[config.mk]
export PLATFORM = sky130hd
export DESIGN_NAME = sync_fifo_ctrl
export DESIGN_NICKNAME = d
export VERILOG_FILES = /design/src/rtl/fifo_pkg.sv /design/src/rtl/fifo_ram.sv /design/src/rtl/sync_fifo_ctrl.sv
export SDC_FILE = /design/constraint.sdc
export NUM_CORES = 1
export LEC_CHECK = 0
export ABC_CLOCK_PERIOD_IN_PS = 5750
export BUFFER_PORTS_ARGS = -buffer_cell sky130_fd_sc_hd__buf_2
export CELL_PAD_IN_SITES_DETAIL_PLACEMENT = 0
export CELL_PAD_IN_SITES_GLOBAL_PLACEMENT = 1
export CORE_ASPECT_RATIO = 0.7
export CORE_MARGIN = 4
export CORE_UTILIZATION = 45
export DETAILED_ROUTE_END_ITERATION = 8
export MAX_ROUTING_LAYER = met4
export PLACE_DENSITY_LB_ADDON = 0.05
export SYNTH_ARGS = -nofsm -noshare
export SYNTH_HDL_FRONTEND = slang
export SYNTH_SLANG_ARGS = --single-unit
[constraint.sdc]
create_clock -name clk -period 5.75 [get_ports clk]
set_input_delay 1.15 -clock clk [delete_from_list [all_inputs] [get_ports clk]]
set_output_delay 1.15 -clock clk [all_outputs]
set_load 0.02 [all_outputs]
[src/rtl/fifo_pkg.sv]
// Shared types, constants and sizing helpers for the synchronous FIFO family.
package fifo_pkg;

   // Bit positions inside the sticky error vector.
   typedef enum logic [0:0] {
      OVERFLOW  = 1'b0,
      UNDERFLOW = 1'b1
   } err_bit_e;

   localparam int unsigned ERR_BITS      = 2;
   localparam int unsigned DEF_AE_THRESH = 2;
   localparam int unsigned DEF_AF_MARGIN = 2;

   function automatic int unsigned clog2_ceil(input int unsigned value);
      int unsigned result;
      result = 0;
      for (int unsigned i = 0; i < 32; i++) begin
         if ((32'd1 << i) < value) result = i + 1;
      end
      return result;
   endfunction

   // Bits needed to hold an occupancy count of 0..depth inclusive.
   function automatic int unsigned level_width(input int unsigned depth);
      return clog2_ceil(depth + 1);
   endfunction

endpackage

[src/rtl/fifo_ram.sv]
// Dual-port FIFO storage: synchronous write, read port registered (FWFT=0)
// or asynchronous (FWFT=1). Shared by the sync and async FIFO controllers.
module fifo_ram #(
   parameter int unsigned WIDTH   = 8,
   parameter int unsigned POINTER = 4,
   parameter int unsigned FWFT    = 0
) (
   input  logic               clk,
   input  logic               rst,
   input  logic               clr,
   input  logic               wr_en,
   input  logic [POINTER-1:0] wr_addr,
   input  logic [WIDTH-1:0]   wr_data,
   input  logic               rd_en,
   input  logic [POINTER-1:0] rd_addr,
   output logic [WIDTH-1:0]   rd_data
);

   localparam int unsigned DEPTH = 2**POINTER;

   logic [WIDTH-1:0] mem [DEPTH];

   always_ff @(posedge clk) begin
      if (wr_en) mem[wr_addr] <= wr_data;
   end

   if (FWFT == 0) begin : g_reg_read
      logic [WIDTH-1:0] rd_q;

      always_ff @(posedge clk or posedge rst) begin
         if (rst) begin
            rd_q <= '0;
         end else if (clr) begin
            rd_q <= '0;
         end else if (rd_en) begin
            rd_q <= mem[rd_addr];
         end
      end

      assign rd_data = rd_q;
   end else begin : g_async_read
      logic unused_ctrl;

      // Fall-through read has no output register to reset, clear or enable.
      assign unused_ctrl = &{1'b0, rst, clr, rd_en};
      assign rd_data     = mem[rd_addr];
   end

endmodule

[src/rtl/sync_fifo_ctrl.sv]
// Single-clock FIFO controller: pointers, occupancy counter, threshold flags
// and sticky error flags around a fifo_ram instance.
module sync_fifo_ctrl
   import fifo_pkg::*;
#(
   parameter int unsigned WIDTH     = 8,
   parameter int unsigned POINTER   = 4,
   parameter int unsigned FWFT      = 0,
   parameter int unsigned AF_THRESH = (2**POINTER) - DEF_AF_MARGIN,
   parameter int unsigned AE_THRESH = DEF_AE_THRESH
) (
   input  logic             clk,
   input  logic             areset,
   input  logic             flush,
   input  logic             wren,
   input  logic [WIDTH-1:0] data_in,
   output logic             full,
   output logic             almost_full,
   input  logic             rden,
   output logic [WIDTH-1:0] data_out,
   output logic             empty,
   output logic             almost_empty,
   output logic [POINTER:0] level,
   output logic             overflow,
   output logic             underflow
);

   localparam int unsigned DEPTH = 2**POINTER;
   localparam int unsigned LVL_W = level_width(DEPTH);

   if (AF_THRESH < 1 || AF_THRESH > DEPTH || AE_THRESH >= DEPTH) begin : g_bad_thresh
      $error("sync_fifo_ctrl: thresholds out of range (AF_THRESH=%0d AE_THRESH=%0d DEPTH=%0d)",
             AF_THRESH, AE_THRESH, DEPTH);
   end

   logic [POINTER-1:0]  wr_ptr;
   logic [POINTER-1:0]  rd_ptr;
   logic [LVL_W-1:0]    level_q;
   logic [ERR_BITS-1:0] err_q;
   logic                wr_acc;
   logic                rd_acc;

   assign full         = (level_q == LVL_W'(DEPTH));
   assign empty        = (level_q == '0);
   assign almost_full  = (level_q >= LVL_W'(AF_THRESH));
   assign almost_empty = (level_q <= LVL_W'(AE_THRESH));
   assign level        = level_q;
   assign overflow     = err_q[OVERFLOW];
   assign underflow    = err_q[UNDERFLOW];

   // A read frees a slot in the same cycle, so a full FIFO still accepts wren&rden.
   assign wr_acc = wren & (~full | rden) & ~flush;
   assign rd_acc = rden & ~empty & ~flush;

   always_ff @(posedge clk or posedge areset) begin
      if (areset) begin
         wr_ptr  <= '0;
         rd_ptr  <= '0;
         level_q <= '0;
         err_q   <= '0;
      end else if (flush) begin
         wr_ptr  <= '0;
         rd_ptr  <= '0;
         level_q <= '0;
         err_q   <= '0;
      end else begin
         if (wr_acc) wr_ptr <= wr_ptr + 1'b1;
         if (rd_acc) rd_ptr <= rd_ptr + 1'b1;
         if (wr_acc && !rd_acc) begin
            level_q <= level_q + 1'b1;
         end else if (rd_acc && !wr_acc) begin
            level_q <= level_q - 1'b1;
         end
         if (wren && full && !rden) err_q[OVERFLOW]  <= 1'b1;
         if (rden && empty)         err_q[UNDERFLOW] <= 1'b1;
      end
   end

   fifo_ram #(
      .WIDTH   (WIDTH),
      .POINTER (POINTER),
      .FWFT    (FWFT)
   ) u_ram (
      .clk     (clk),
      .rst     (areset),
      .clr     (flush),
      .wr_en   (wr_acc),
      .wr_addr (wr_ptr),
      .wr_data (data_in),
      .rd_en   (rd_acc),
      .rd_addr (rd_ptr),
      .rd_data (data_out)
   );

endmodule

After elaboration in Yosys (flattened, before gate mapping)
Memory sizes are Yosys's and may differ from the RTL's.
Index checks and enable logic that the tools add are counted.
{ "word_totals": {"register_bits": 23, "latchBits": 0, "ramBits": 128, "mem_bits_ro": 0, "inputBits": 13, "out_inout_bits": 19, "elab_cells": 50, "memories": 1} }
{ "mem_list": {"columns": ["memory", "words", "width", "rd", "rd_ports_with_merged_regs", "write_ports", "line_no", "rtl"], "rows": [
  ["u_ram.mem", 16, 8, 1, 0, 1, "fifo_ram.sv:21", "logic [WIDTH-1:0] mem [DEPTH];"]
]} }
{ "op_classes": {"n_addsub": 4, "mul": 0, "div": 0, "n_lt_le_gt_ge": 2, "n_eq_ne": 1, "n_shift": 0, "muxes": 14, "n_bitwise": 8, "reduce_logical": 14} }
{ "op_table": {"columns": ["op", "count"], "rows": [
  ["$mux 4", 4],
  ["$mux 8", 2],
  ["$mux 5", 3],
  ["$add 4x1->4 const B", 2],
  ["$reduce_bool 2->1", 4],
  ["$add 5x1->5 const B", 1],
  ["$eq 5x5->1 const B", 1],
  ["$ge 5x4->1 const B", 1],
  ["$le 5x2->1 const B", 1],
  ["$logic_and 1x1->1", 5],
  ["$logic_not 5->1", 1],
  ["$sub 5x1->5 const B", 1],
  ["$and 1x1->1", 4],
  ["$mux 1", 4],
  ["$logic_not 1->1", 3],
  ["$not 1->1", 3],
  ["$reduce_bool 3->1", 1],
  ["$mux 2", 1],
  ["$or 1x1->1", 1]
]} }

Depth between registers and ports, before layout
{ "depth": {"word_depth": 10, "mapped_depth": 11, "mapped_depth_nobuf": 9} }

Cells and area by module
A second synthesis with hierarchy kept.
{ "unflattened": {"cells_unflattened": 423, "area_unflattened_um2": 6369.9} }
{ "by_module_without_submodules": {"columns": ["module", "instances", "cells_each", "area_per_inst_um2", "seq_area_each_um2"], "rows": [
  ["fifo_ram", 1, 323, 5377.7, 4043.9],
  ["sync_fifo_ctrl", 1, 100, 992.2, 375.4]
]} }

Worst setup path before layout
OpenSTA, ideal clock, no wires.
{ "synth_timing": {"kind": "input -> register", "startpoint": "input port flush", "endpoint": "register level_q[4] (netlist: level[4])", "setup_ps": 126, "t_arrival_ps": 3221, "t_required_ps": 5624, "path_slack_ps": 2403, "path_stages": 10, "path_buffers": 1, "path_cell_list": "or2_2 -> o22ai_1 -> buf_2 -> nand2_1 -> fa_1 -> a21o_1 -> a21oi_1 -> nand3b_1 -> o2111a_1 -> a311o_1"} }
{ "synth_via": {"elab_chain_len": 6, "elab_cells_between_ends": 10, "cone_classes": "mux: 2; bitwise: 3; reduce/logical: 5"} }
{ "synth_rtl": {"columns": ["item", "line_no", "rtl"], "rows": [
  ["from (decl)", "sync_fifo_ctrl.sv:14", "input logic flush,"],
  ["$not 1->1", "sync_fifo_ctrl.sv:52, sync_fifo_ctrl.sv:53", null],
  ["$and 1x1->1", "sync_fifo_ctrl.sv:53", "assign rd_acc = rden & ~empty & ~flush;"],
  ["$logic_not 1->1", "sync_fifo_ctrl.sv:69", "if (wr_acc && !rd_acc) begin"],
  ["$logic_and 1x1->1", "sync_fifo_ctrl.sv:69", null],
  ["$mux 5", "sync_fifo_ctrl.sv:69", null],
  ["$mux 5", "sync_fifo_ctrl.sv:61", "end else if (flush) begin"],
  ["to (signal assigned)", "sync_fifo_ctrl.sv:70", "level_q <= level_q + 1'b1;"],
  ["to (signal assigned)", "sync_fifo_ctrl.sv:72", "level_q <= level_q - 1'b1;"],
  ["to (decl)", "sync_fifo_ctrl.sv:38", "logic [LVL_W-1:0] level_q;"]
]} }
Several ways; a longest one is shown, not always the timed one.
A chain may end at the register's enable or synchronous reset.

Worst setup path after layout
{ "layout_timing": {"startpoint": "register level_q[0] (netlist: level[0])", "endpoint": "register level_q[4] (netlist: level[4])"} }
{ "layout_via": {"elab_chain_len": 8, "elab_cells_between_ends": 19, "cone_classes": "add/sub: 2; eq/ne: 1; mux: 3; bitwise: 7; reduce/logical: 6"} }
{ "layout_rtl": {"columns": ["item", "line_no"], "rows": [
  ["$eq 5x5->1 / $logic_not 5->1 (equally long branches)", "sync_fifo_ctrl.sv:43, sync_fifo_ctrl.sv:44"],
  ["$not 1->1 (on tied branches)", "sync_fifo_ctrl.sv:52, sync_fifo_ctrl.sv:53"],
  ["$or 1x1->1 / $and 1x1->1 (equally long branches)", "sync_fifo_ctrl.sv:52, sync_fifo_ctrl.sv:53"],
  ["$and 1x1->1 (on tied branches)", "sync_fifo_ctrl.sv:52, sync_fifo_ctrl.sv:53"],
  ["$and 1x1->1 / $logic_not 1->1 (equally long branches)", "sync_fifo_ctrl.sv:52, sync_fifo_ctrl.sv:69"],
  ["$logic_and 1x1->1 / $logic_not 1->1 (equally long branches)", "sync_fifo_ctrl.sv:69, sync_fifo_ctrl.sv:71"],
  ["$mux 5 / $logic_and 1x1->1 (equally long branches)", "sync_fifo_ctrl.sv:69, sync_fifo_ctrl.sv:71"],
  ["$mux 5 / $reduce_bool 3->1 (equally long branches)", null]
]} }
Several ways; a longest one is shown, not always the timed one. The select of a mux whose other input is x is not followed.

==> impl_metrics.json <==
{
  "status": "finished, final reports clean",
  "critPathLaunchType": "flip-flop",
  "r2r-end": "level[4]",
  "place_hpwl_mm": 7.98,
  "synthArstFlopShare_pct": 15.2,
  "yosys_most_used_dff": "edfxtp_1",
  "post_cts_buffers": 0,
  "power_leakage_nw": 2.47,
  "grt_usage_pct": 17.5,
  "clk_root_buffer_cell": "clkbuf_16",
  "grt_setup_unrepaired": "false",
  "grt_pass1_wl_mm": 19.4,
  "whs_ps": 496,
  "ys_seq_area_share_pct": 71.1,
  "hold_viol": 0,
  "synth_cell_types": 44,
  "drt-initial-drc-count": 200,
  "reg2reg_depth": 10,
  "ys_ff_latch": 151,
  "synth_top_area_cell": "edfxtp_1",
  "drive_gt1_share_pct": 29.6,
  "min_period_over_period_pct": 59.6,
  "numClockSinks": 151,
  "drt.antenna.violating_nets": 0,
  "synth_area_um2": 6210,
  "power.density_nw_per_um2": 437,
  "antenna_found_initial": 0,
  "core_area_um2": 13400,
  "cts_hold_buf": 0,
  "htree_levels": 4,
  "die_x_um": 148,
  "fin_util_pct": 53.5,
  "overflow": 0,
  "yosys_warnings": 0,
  "post-synth-top-count-cell": "edfxtp_1",
  "worst_clock_skew_ps": 15.8,
  "avgViaCountPerCell": 5.38,
  "clockBufferDepth": 2,
  "relSlewSlack_pct": 21.1,
  "grt_max_degree": 36,
  "finalWeightedCongestion": 0.702,
  "wl_per_cell_um": 22.0,
  "ios": 32,
  "maxClockFrequency_mhz": 292,
  "postCtsResizedCells": 0,
  "cts_tree": "yes",
  "synth-edff-count": 128,
  "area_delta_synth_final_pct": 15.1,
  "finalSetupViolations": 0,
  "path_clk_slew_ps": 70,
  "initial_utilization_pct": 46.5,
  "avgSynthCellArea_um2": 18.8,
  "arrival_ps": 3730,
  "synth_top_area_share_pct": 61.8,
  "worst_skew_pair.late_latency_ps": 430,
  "drt-total-wl_mm": 12.5,
  "crit_end": "level[4]",
  "r2r_start": "level[0]",
  "synth_commonest_cells": "128 x edfxtp_1, 32 x mux4_2, 23 x dfrtp_1",
  "die_h_um": 106,
  "slew_violations": 0,
  "drc": 0,
  "vias": 3051,
  "layout_min_cycle_time_ps": 3420,
  "ff2ff_setup_slack_ps": 2330,
  "dieArea_um2": 15800,
  "critPathLaunch": "level[0]",
  "syn_inst": 331,
  "dpl_cell_area_um2": 6560,
  "critPathMaxFanout": 12,
  "numPortBuffers": 31,
  "design_area_um2": 7150,
  "firstDrtPassIters": 4,
  "cts_buffers": 17,
  "antenna_cells": 0,
  "worst_ep_required_time_ps": 6050,
  "maxCapViolCount": 0,
  "vdd_drop_max_v": 0.000203,
  "first_global_vias": 3175,
  "std_cell_rows": 35,
  "synth_nets": 354,
  "min_path_type": "reg2reg",
  "tightest_slew_ps": 1170,
  "layout.nets": 392,
  "setup_tns_ps": 0,
  "path_class": "reg2reg",
  "synthTopCellsByArea": "edfxtp_1 62%, mux4_2 12%, dfrtp_1 9.3%",
  "crit_path_end_kind": "flip-flop"
}
routing by layer:
metal,vias to the layer above,global-route usage [%],routed length (um),part of all wire [%]
li1,1399,-,-,-
met1,1591,26.0,6120,49
met4,0,5.34,66,0.53
met5,-,-,0,0
met2,55,24.4,5680,46
met3,6,3.83,604,4.8
critical path, cell delays in order, from the launching register on:
cell and delay, ps:
dfrtp_1 460, or4_1 770, o22ai_1 210, buf_4 230, nand2_1 180, fa_1 450
a21o_1 190, a21oi_1 230, nand3b_1 140, o2111a_1 160, a311o_1 260
cells in the final DEF (no fill, tap or decap), types with 4 or more instances in the layout:
| cell | n |
|---|---|
| a21oi_1 | 7 |
| mux2i_1 | 10 |
| edfxtp_1 | 128 |
| dfrtp_1 | 22 |
| inv_1 | 6 |
| and2_1 | 13 |
| inv_8 | 4 |
| mux2_2 | 8 |
| nor2_1 | 20 |
| mux4_2 | 32 |
| xor2_1 | 4 |
| and3_1 | 4 |
| ha_1 | 9 |
| nand2_1 | 9 |
| buf_2 | 31 |
| clkbuf_16 | 17 |
| a221o_1 | 8 |
registers in the layout, summed over array words and instances, names as in the netlist:
name	count
u_ram.rd_data	8
u_ram.mem	128
wr_ptr	4
level	5
err_q	2
rd_ptr	4
stage by stage:
| stage | cells | setup WS (ps) | total power, W |
|---|---|---|---|
| after floorplan | 331 | 2400 | 0.00186 |
| after global placement | 535 | 2050 | 0.00204 |
| after global routing | 567 | 2110 | 0.00328 |
| after detailed placement | 535 | 1970 | 0.00204 |
| after CTS | 567 | 2350 | 0.00317 |
| final | 567 | 2330 | 0.00313 |
kinds of logic after synthesis:
kind of cell / count (synthesis) / share of synthesized area (%)
AO/OA/AOI/OAI: 27 / 3.76
flip-flops: 151 / 71.1
buffers and inverters: 21 / 1.49
adder cells (fa/ha/maj): 10 / 2.13
AND/OR/NAND/NOR: 64 / 5.42
XOR/XNOR: 8 / 1.43
multiplexers: 50 / 14.7
final cells by class:
cell class              count  area (um^2)
clock inverters            14          168
multi-input cells         159         1700
well taps                 185          231
repair buffers             34          178
clock buffers              18          429
fillers                  1058         6200
flip-flops and latches    151         4420
inverters                   6         22.5
worst min path at each step:
stage | from | to | slack, ps | depth (start not counted)
floorplan | rd_ptr[3] | rd_ptr[3] | 540 | 2
global placement | err_q[0] | err_q[0] | 470 | 1
detailed placement | err_q[0] | err_q[0] | 490 | 1
CTS | err_q[0] | err_q[0] | 500 | 1
global route | err_q[0] | err_q[0] | 510 | 1
finish | err_q[0] | err_q[0] | 500 | 1
power by group:
group | total (W) | switching (W) | internal, W
registers | 0.00131 | 0.0000720 | 0.00124
logic | 0.000693 | 0.000370 | 0.000323
clock network | 0.00112 | 0.000468 | 0.000654
Power figures use the tool's default switching activity.
